[config.mk]
export PLATFORM = sky130hd
export DESIGN_NAME = ps2_receive
export DESIGN_NICKNAME = d
export VERILOG_FILES = /design/src/rtl/ps2_pkg.sv /design/src/rtl/ps2_line_filter.sv /design/src/rtl/ps2_receive.sv
export SDC_FILE = /design/constraint.sdc
export NUM_CORES = 1
export LEC_CHECK = 0
export CAP_MARGIN = 30
export CORE_MARGIN = 10
export CORE_UTILIZATION = 45
export CTS_CLUSTER_SIZE = 14
export DETAILED_ROUTE_END_ITERATION = 6
export PLACE_DENSITY = 0.76
export SLEW_MARGIN = 20
export SYNTH_ARGS = -nofsm -noshare
export SYNTH_HDL_FRONTEND = slang
export SYNTH_SLANG_ARGS = --single-unit
[constraint.sdc]
create_clock -name qzt_clk -period 2.1 [get_ports qzt_clk]
set_input_delay 0.63 -clock qzt_clk [delete_from_list [all_inputs] [get_ports qzt_clk]]
set_output_delay 0.63 -clock qzt_clk [all_outputs]
set_load 0.05 [all_outputs]
[src/rtl/ps2_pkg.sv]
// Shared constants for the PS/2 host receiver: FSM state encoding,
// error cause codes and frame geometry.
package ps2_pkg;

    // Start + 8 data + parity + stop.
    localparam int PS2_FRAME_BITS = 11;

    typedef enum logic [3:0] {
        ST_RX_IDLE   = 4'd0,
        ST_RX_SHIFT  = 4'd1,
        ST_RX_PARITY = 4'd2,
        ST_RX_STOP   = 4'd3
    } rx_state_e;

    typedef enum logic [1:0] {
        ERR_TIMEOUT = 2'd0,
        ERR_START   = 2'd1,
        ERR_PARITY  = 2'd2,
        ERR_STOP    = 2'd3
    } rx_err_e;

endpackage

[src/rtl/ps2_line_filter.sv]
// PS/2 line conditioning: 2-FF synchronisers on PS2C/PS2D, optional PS2C
// glitch filter (compiled in with PS2_RX_GLITCH_FILTER_EN) and a PS2C
// falling-edge strobe. All line registers reset to 1 (idle bus level) so
// no false edge follows reset.
module ps2_line_filter #(
    parameter int FILTER_LEN = 8
) (
    input  logic qzt_clk,
    input  logic reset,
    input  logic PS2C,
    input  logic PS2D,
    output logic ps2c_lvl,
    output logic ps2d_lvl,
    output logic fall
);

    logic [1:0] c_sync;
    logic [1:0] d_sync;
    logic       c_prev;

    // Two-stage synchronisers for both asynchronous lines.
    always_ff @(posedge qzt_clk) begin
        if (reset) begin
            c_sync <= 2'b11;
            d_sync <= 2'b11;
        end else begin
            c_sync <= {c_sync[0], PS2C};
            d_sync <= {d_sync[0], PS2D};
        end
    end

`ifdef PS2_RX_GLITCH_FILTER_EN
    localparam int FW = $clog2(FILTER_LEN + 1);

    logic [FW-1:0] f_cnt;
    logic          c_filt;

    // Follow the synchronised clock only after FILTER_LEN identical samples.
    always_ff @(posedge qzt_clk) begin
        if (reset) begin
            c_filt <= 1'b1;
            f_cnt  <= '0;
        end else if (c_sync[1] == c_filt) begin
            f_cnt <= '0;
        end else if (f_cnt == FW'(FILTER_LEN - 1)) begin
            c_filt <= c_sync[1];
            f_cnt  <= '0;
        end else begin
            f_cnt <= f_cnt + FW'(1);
        end
    end

    assign ps2c_lvl = c_filt;
`else
    // Filter length only matters when the filter is built in.
    logic unused_filter_len;
    assign unused_filter_len = (FILTER_LEN != 0);
    assign ps2c_lvl = c_sync[1];
`endif

    // Previous clock level for the falling-edge strobe.
    always_ff @(posedge qzt_clk) begin
        if (reset) c_prev <= 1'b1;
        else       c_prev <= ps2c_lvl;
    end

    assign fall     = c_prev & ~ps2c_lvl;
    assign ps2d_lvl = d_sync[1];

endmodule

[src/rtl/ps2_receive.sv]
// Host-side PS/2 device-to-host frame receiver. Deserialises start, 8 data
// bits LSB first, odd parity and stop; emits a one-cycle valid or err pulse
// per frame. Optional PS2C glitch filter: PS2_RX_GLITCH_FILTER_EN.
module ps2_receive
    import ps2_pkg::*;
#(
    parameter int CLK_HZ     = 50_000_000,
    parameter int TIMEOUT_US = 2000,
    parameter int FILTER_LEN = 8
) (
    input  logic       qzt_clk,
    input  logic       reset,
    input  logic       PS2C,
    input  logic       PS2D,
    input  logic       enable,
    output logic [7:0] data,
    output logic       valid,
    output logic       err,
    output logic [1:0] err_code,
    output logic       busy,
    output logic [3:0] status
);

    localparam int DATA_BITS   = PS2_FRAME_BITS - 3;
    localparam int TIMEOUT_CYC = (CLK_HZ / 1_000_000) * TIMEOUT_US;
    localparam int TW          = $clog2(TIMEOUT_CYC + 1);

    rx_state_e   state, state_nxt;
    logic        fall, ps2d, ps2c_lvl_unused;
    logic [7:0]  sr;
    logic [2:0]  bit_cnt;
    logic        par;
    logic [TW-1:0] to_cnt;
    logic        timeout;
    logic        valid_nxt, err_nxt;
    logic [1:0]  code_nxt;

    ps2_line_filter #(.FILTER_LEN(FILTER_LEN)) u_line (
        .qzt_clk  (qzt_clk),
        .reset    (reset),
        .PS2C     (PS2C),
        .PS2D     (PS2D),
        .ps2c_lvl (ps2c_lvl_unused),
        .ps2d_lvl (ps2d),
        .fall     (fall)
    );

    assign timeout = (state != ST_RX_IDLE) && (to_cnt == TW'(TIMEOUT_CYC - 1));

    // State register.
    always_ff @(posedge qzt_clk) begin
        if (reset) state <= ST_RX_IDLE;
        else       state <= state_nxt;
    end

    // Next state: a clock edge always beats a same-cycle timeout; disable wins over both.
    always_comb begin
        state_nxt = state;
        if (!enable) begin
            state_nxt = ST_RX_IDLE;
        end else begin
            case (state)
                ST_RX_IDLE:   if (fall && !ps2d) state_nxt = ST_RX_SHIFT;
                ST_RX_SHIFT:  if (fall) begin
                                  if (bit_cnt == 3'(DATA_BITS - 1)) state_nxt = ST_RX_PARITY;
                              end else if (timeout) state_nxt = ST_RX_IDLE;
                ST_RX_PARITY: if (fall) state_nxt = ST_RX_STOP;
                              else if (timeout) state_nxt = ST_RX_IDLE;
                ST_RX_STOP:   if (fall || timeout) state_nxt = ST_RX_IDLE;
                default:      state_nxt = ST_RX_IDLE;
            endcase
        end
    end

    // Frame outcome: decides the valid/err pulse and error cause for this cycle.
    always_comb begin
        valid_nxt = 1'b0;
        err_nxt   = 1'b0;
        code_nxt  = err_code;
        if (enable) begin
            case (state)
                ST_RX_IDLE: if (fall && ps2d) begin
                    err_nxt  = 1'b1;
                    code_nxt = ERR_START;
                end
                ST_RX_SHIFT, ST_RX_PARITY: if (!fall && timeout) begin
                    err_nxt  = 1'b1;
                    code_nxt = ERR_TIMEOUT;
                end
                ST_RX_STOP: if (fall) begin
                    if (!ps2d) begin
                        err_nxt  = 1'b1;
                        code_nxt = ERR_STOP;
                    end else if (!(^sr ^ par)) begin
                        err_nxt  = 1'b1;
                        code_nxt = ERR_PARITY;
                    end else begin
                        valid_nxt = 1'b1;
                    end
                end else if (timeout) begin
                    err_nxt  = 1'b1;
                    code_nxt = ERR_TIMEOUT;
                end
                default: ;
            endcase
        end
    end

    // Datapath: shift register, bit/timeout counters and registered pulses.
    always_ff @(posedge qzt_clk) begin
        if (reset) begin
            data     <= '0;
            valid    <= 1'b0;
            err      <= 1'b0;
            err_code <= '0;
            sr       <= '0;
            bit_cnt  <= '0;
            par      <= 1'b0;
            to_cnt   <= '0;
        end else begin
            valid    <= valid_nxt;
            err      <= err_nxt;
            err_code <= code_nxt;
            if (valid_nxt) data <= sr;
            if (state == ST_RX_IDLE) begin
                bit_cnt <= '0;
                to_cnt  <= '0;
            end else begin
                to_cnt <= fall ? '0 : to_cnt + TW'(1);
                if (enable && fall) begin
                    if (state == ST_RX_SHIFT) begin
                        sr      <= {ps2d, sr[7:1]};
                        bit_cnt <= bit_cnt + 3'd1;
                    end
                    if (state == ST_RX_PARITY) par <= ps2d;
                end
            end
        end
    end

    assign busy   = (state != ST_RX_IDLE);
    assign status = state;

endmodule

==> reports/results.ini, run 1 <==
[cts]
postCtsHoldBufs=0
cts_sinks=50
cts-root-buf=clkbuf_8
cts.clk_slew.worst_paths_ns=0.10
post_cts_resized=0
worst_skew_pair.late_latency_ns=0.30
htree_num_levels=2
cts_setup_buffers=0
cts_buffer_depth=2
cts_tree=done
numCtsBuffers=5

[placement]
gp_congestion=0.840
dpl-instance-area_mm2=0.00243
dpl.hpwl_um=2870
io_buffers=21

[floorplan]
io_pins=22
die-area_mm2=0.00794
die_h_um=89.1
die_w_um=89.1
start_util=0.461
num_rows=25
fp.coreArea_mm2=0.00466

[timing]
post-route-period-util=0.973
post-route-min-period_ns=2.04
rsz0062_at_grt=false
tightest_slew_ns=0.556
hold_violations=0
drv_slew=0
clock.fmax_mhz=489
slew-limit-headroom=0.629
finClkSkew_ns=0.0111
finalSetupTns_ns=0
setup_viol_count_final=0

[power]
ir_drop_uv=310
pwr_density_cell_mw_per_mm2=635
leakagePower_nw=1.09
power_w=0.00160

[detailed_routing]
final_antenna_net_count=0
wirelength_um=3830
wl_per_cell_um=12.2
vias=1627
drt-pass1-iter-count=4
drt_iter0_markers=74
post_drt_via_cell_ratio=5.18
drc=0

[global_route]
antenna_found_initial=0
grt_pass1_wl_um=6670
grt_pass1_vias=1534
grt_max_degree=24
overflow=0
track_usage=0.103

[final_layout]
ff_latch_area_mm2=0.00101
layout-drive-gt1-share=0.185
diodes=0
final_common_cell=dfxtp_1
fin_nets=267
final_area_mm2=0.00253
area_growth_pct=17.6
postLayoutCoreUtil=0.542
fill_cells=436
final_cell_mix=dfxtp_1 (46), nor2_1 (43), buf_4 (25)
multi_input_area_mm2=0.00108

[logic_synthesis]
synth_edf_count=0
synth_area_leaders=dfxtp_1 (47%), mux2i_1 (9.3%), nor2_1 (7.5%)
synth.largest_area_cell=dfxtp_1
netlist-cell-type-count=41
yosysSeqAreaShare=0.466
netlist_instances=230
syn-mean-instance-area_um2=9.35
netlist_area_mm2=0.00215
yosysTopAreaCellShare=0.466
synth_seq_cells=50
ys.flop_type=dfxtp_1
yosysWarnings=0
async_flop_share=0

[status]
outcome=completed

[setup_path]
worstPathMaxFanout=1
crit_slowest_cell=clkdlybuf4s50_1
crit_required_ns=1.47
critical_path.top_delay_family=buffers and inverters
critPathMaxStageDelay_ns=0.79
critPathBufInv=1
reg2reg_depth=7
path_class=register to primary output
path_depth=1
cp.arrival_ns=1.41
crit_chain=clkdlybuf4s50_1
critical_path.startpoint_type=register
crit_path_end_kind=primary output

[min_path]
hold_depth=1
hold_class=register to register

[flow_run]
cap_viol_max_count=0

## logic make-up after synthesis
kind of cell / Yosys count / share of synthesized area
AOI/OAI and AO/OA: 18 / 0.0547
xor gates and xnor gates: 20 / 0.0949
adders and majority gates: 3 / 0.0175
buffers and inverters: 15 / 0.0314
DFF: 50 / 0.466
muxes: 21 / 0.0984
other: 1 / 0.00174
and+or+nand+nor: 102 / 0.236
## layout make-up
cell class / instances / share of cell area
Clock buffer: 5 / 0.0272
Timing Repair Buffer: 31 / 0.102
Tap cell: 54 / 0.0267
Inverter: 5 / 0.00743
Sequential cell: 50 / 0.398
Multi-Input combinational cell: 166 / 0.429
Clock inverter: 3 / 0.00941
## final timing paths
check,from,endpoint,slack (ns)
hold / removal,u_line.c_sync[0],u_line.c_sync[1],0.42
setup reg to reg,sr[1],data[4],0.21
hold reg to reg,u_line.c_sync[0],u_line.c_sync[1],0.42
setup / recovery,valid,valid,0.06
## routing by layer
| metal | wire (µm) | GRT usage |
|---|---|---|
| met2 | 1930 | 0.181 |
| met3 | 188 | 0.0328 |
| met5 | 0 | 0 |
| met4 | 34 | 0.0231 |
| met1 | 1680 | 0.119 |
## power by group
group	leakage, nW	total (W)	internal, W	switching (W)
Combinational	0.642	0.0000744	0.0000285	0.0000459
Clock	0.0408	0.000564	0.000239	0.000325
Sequential	0.406	0.000967	0.000958	0.00000889
## cells in the mapped netlist, types with 2 or more instances
| library cell | n |
|---|---|
| a2111oi_0 | 2 |
| nor2_1 | 43 |
| and2_1 | 2 |
| a211oi_1 | 2 |
| nand4_1 | 5 |
| clkbuf_1 | 6 |
| nand2b_1 | 3 |
| dfxtp_1 | 50 |
| inv_1 | 5 |
| nand2_1 | 12 |
| nor3_1 | 8 |
| o21ai_0 | 3 |
| a21oi_1 | 7 |
| buf_2 | 3 |
| or3_1 | 3 |
| nand4b_1 | 2 |
| nand3_1 | 8 |
| mux2i_1 | 20 |
| or2_2 | 6 |
| ha_1 | 3 |
| xor2_1 | 10 |
| xnor2_1 | 8 |
## state kept, by name, summed over array words and instances (netlist names)
| register | cells |
|---|---|
| status | 4 |
| u_line.c_sync | 2 |
| par | 1 |
| data | 8 |
| u_line.d_sync | 2 |
| bit_cnt | 3 |
| sr | 8 |
| err | 1 |
| to_cnt | 17 |
| u_line.c_prev | 1 |
| err_code | 2 |
| valid | 1 |
## through the flow
stage	hold slack (ns)	setup WS, ns	std cells
floorplan	0.389	0.0541	231
global placement	0.392	0.0907	306
detailed placement	0.401	0.0436	306
CTS	0.424	0.0393	314
global route	0.441	0.00787	314
finish	0.421	0.0564	314
Power figures use the tool's default switching activity.
==> inputs of run 2 (changes only) <==
CTS_CLUSTER_SIZE = 28   (was 14)
==> results of run 2 <==
No change in the layout: final DEF, timing and power equal those of run 1.
==> inputs of run 3 (changes only) <==
CTS_CLUSTER_SIZE = unset   (was 28)
==> results of run 3 <==
No change in the layout: final DEF, timing and power equal those of run 1.
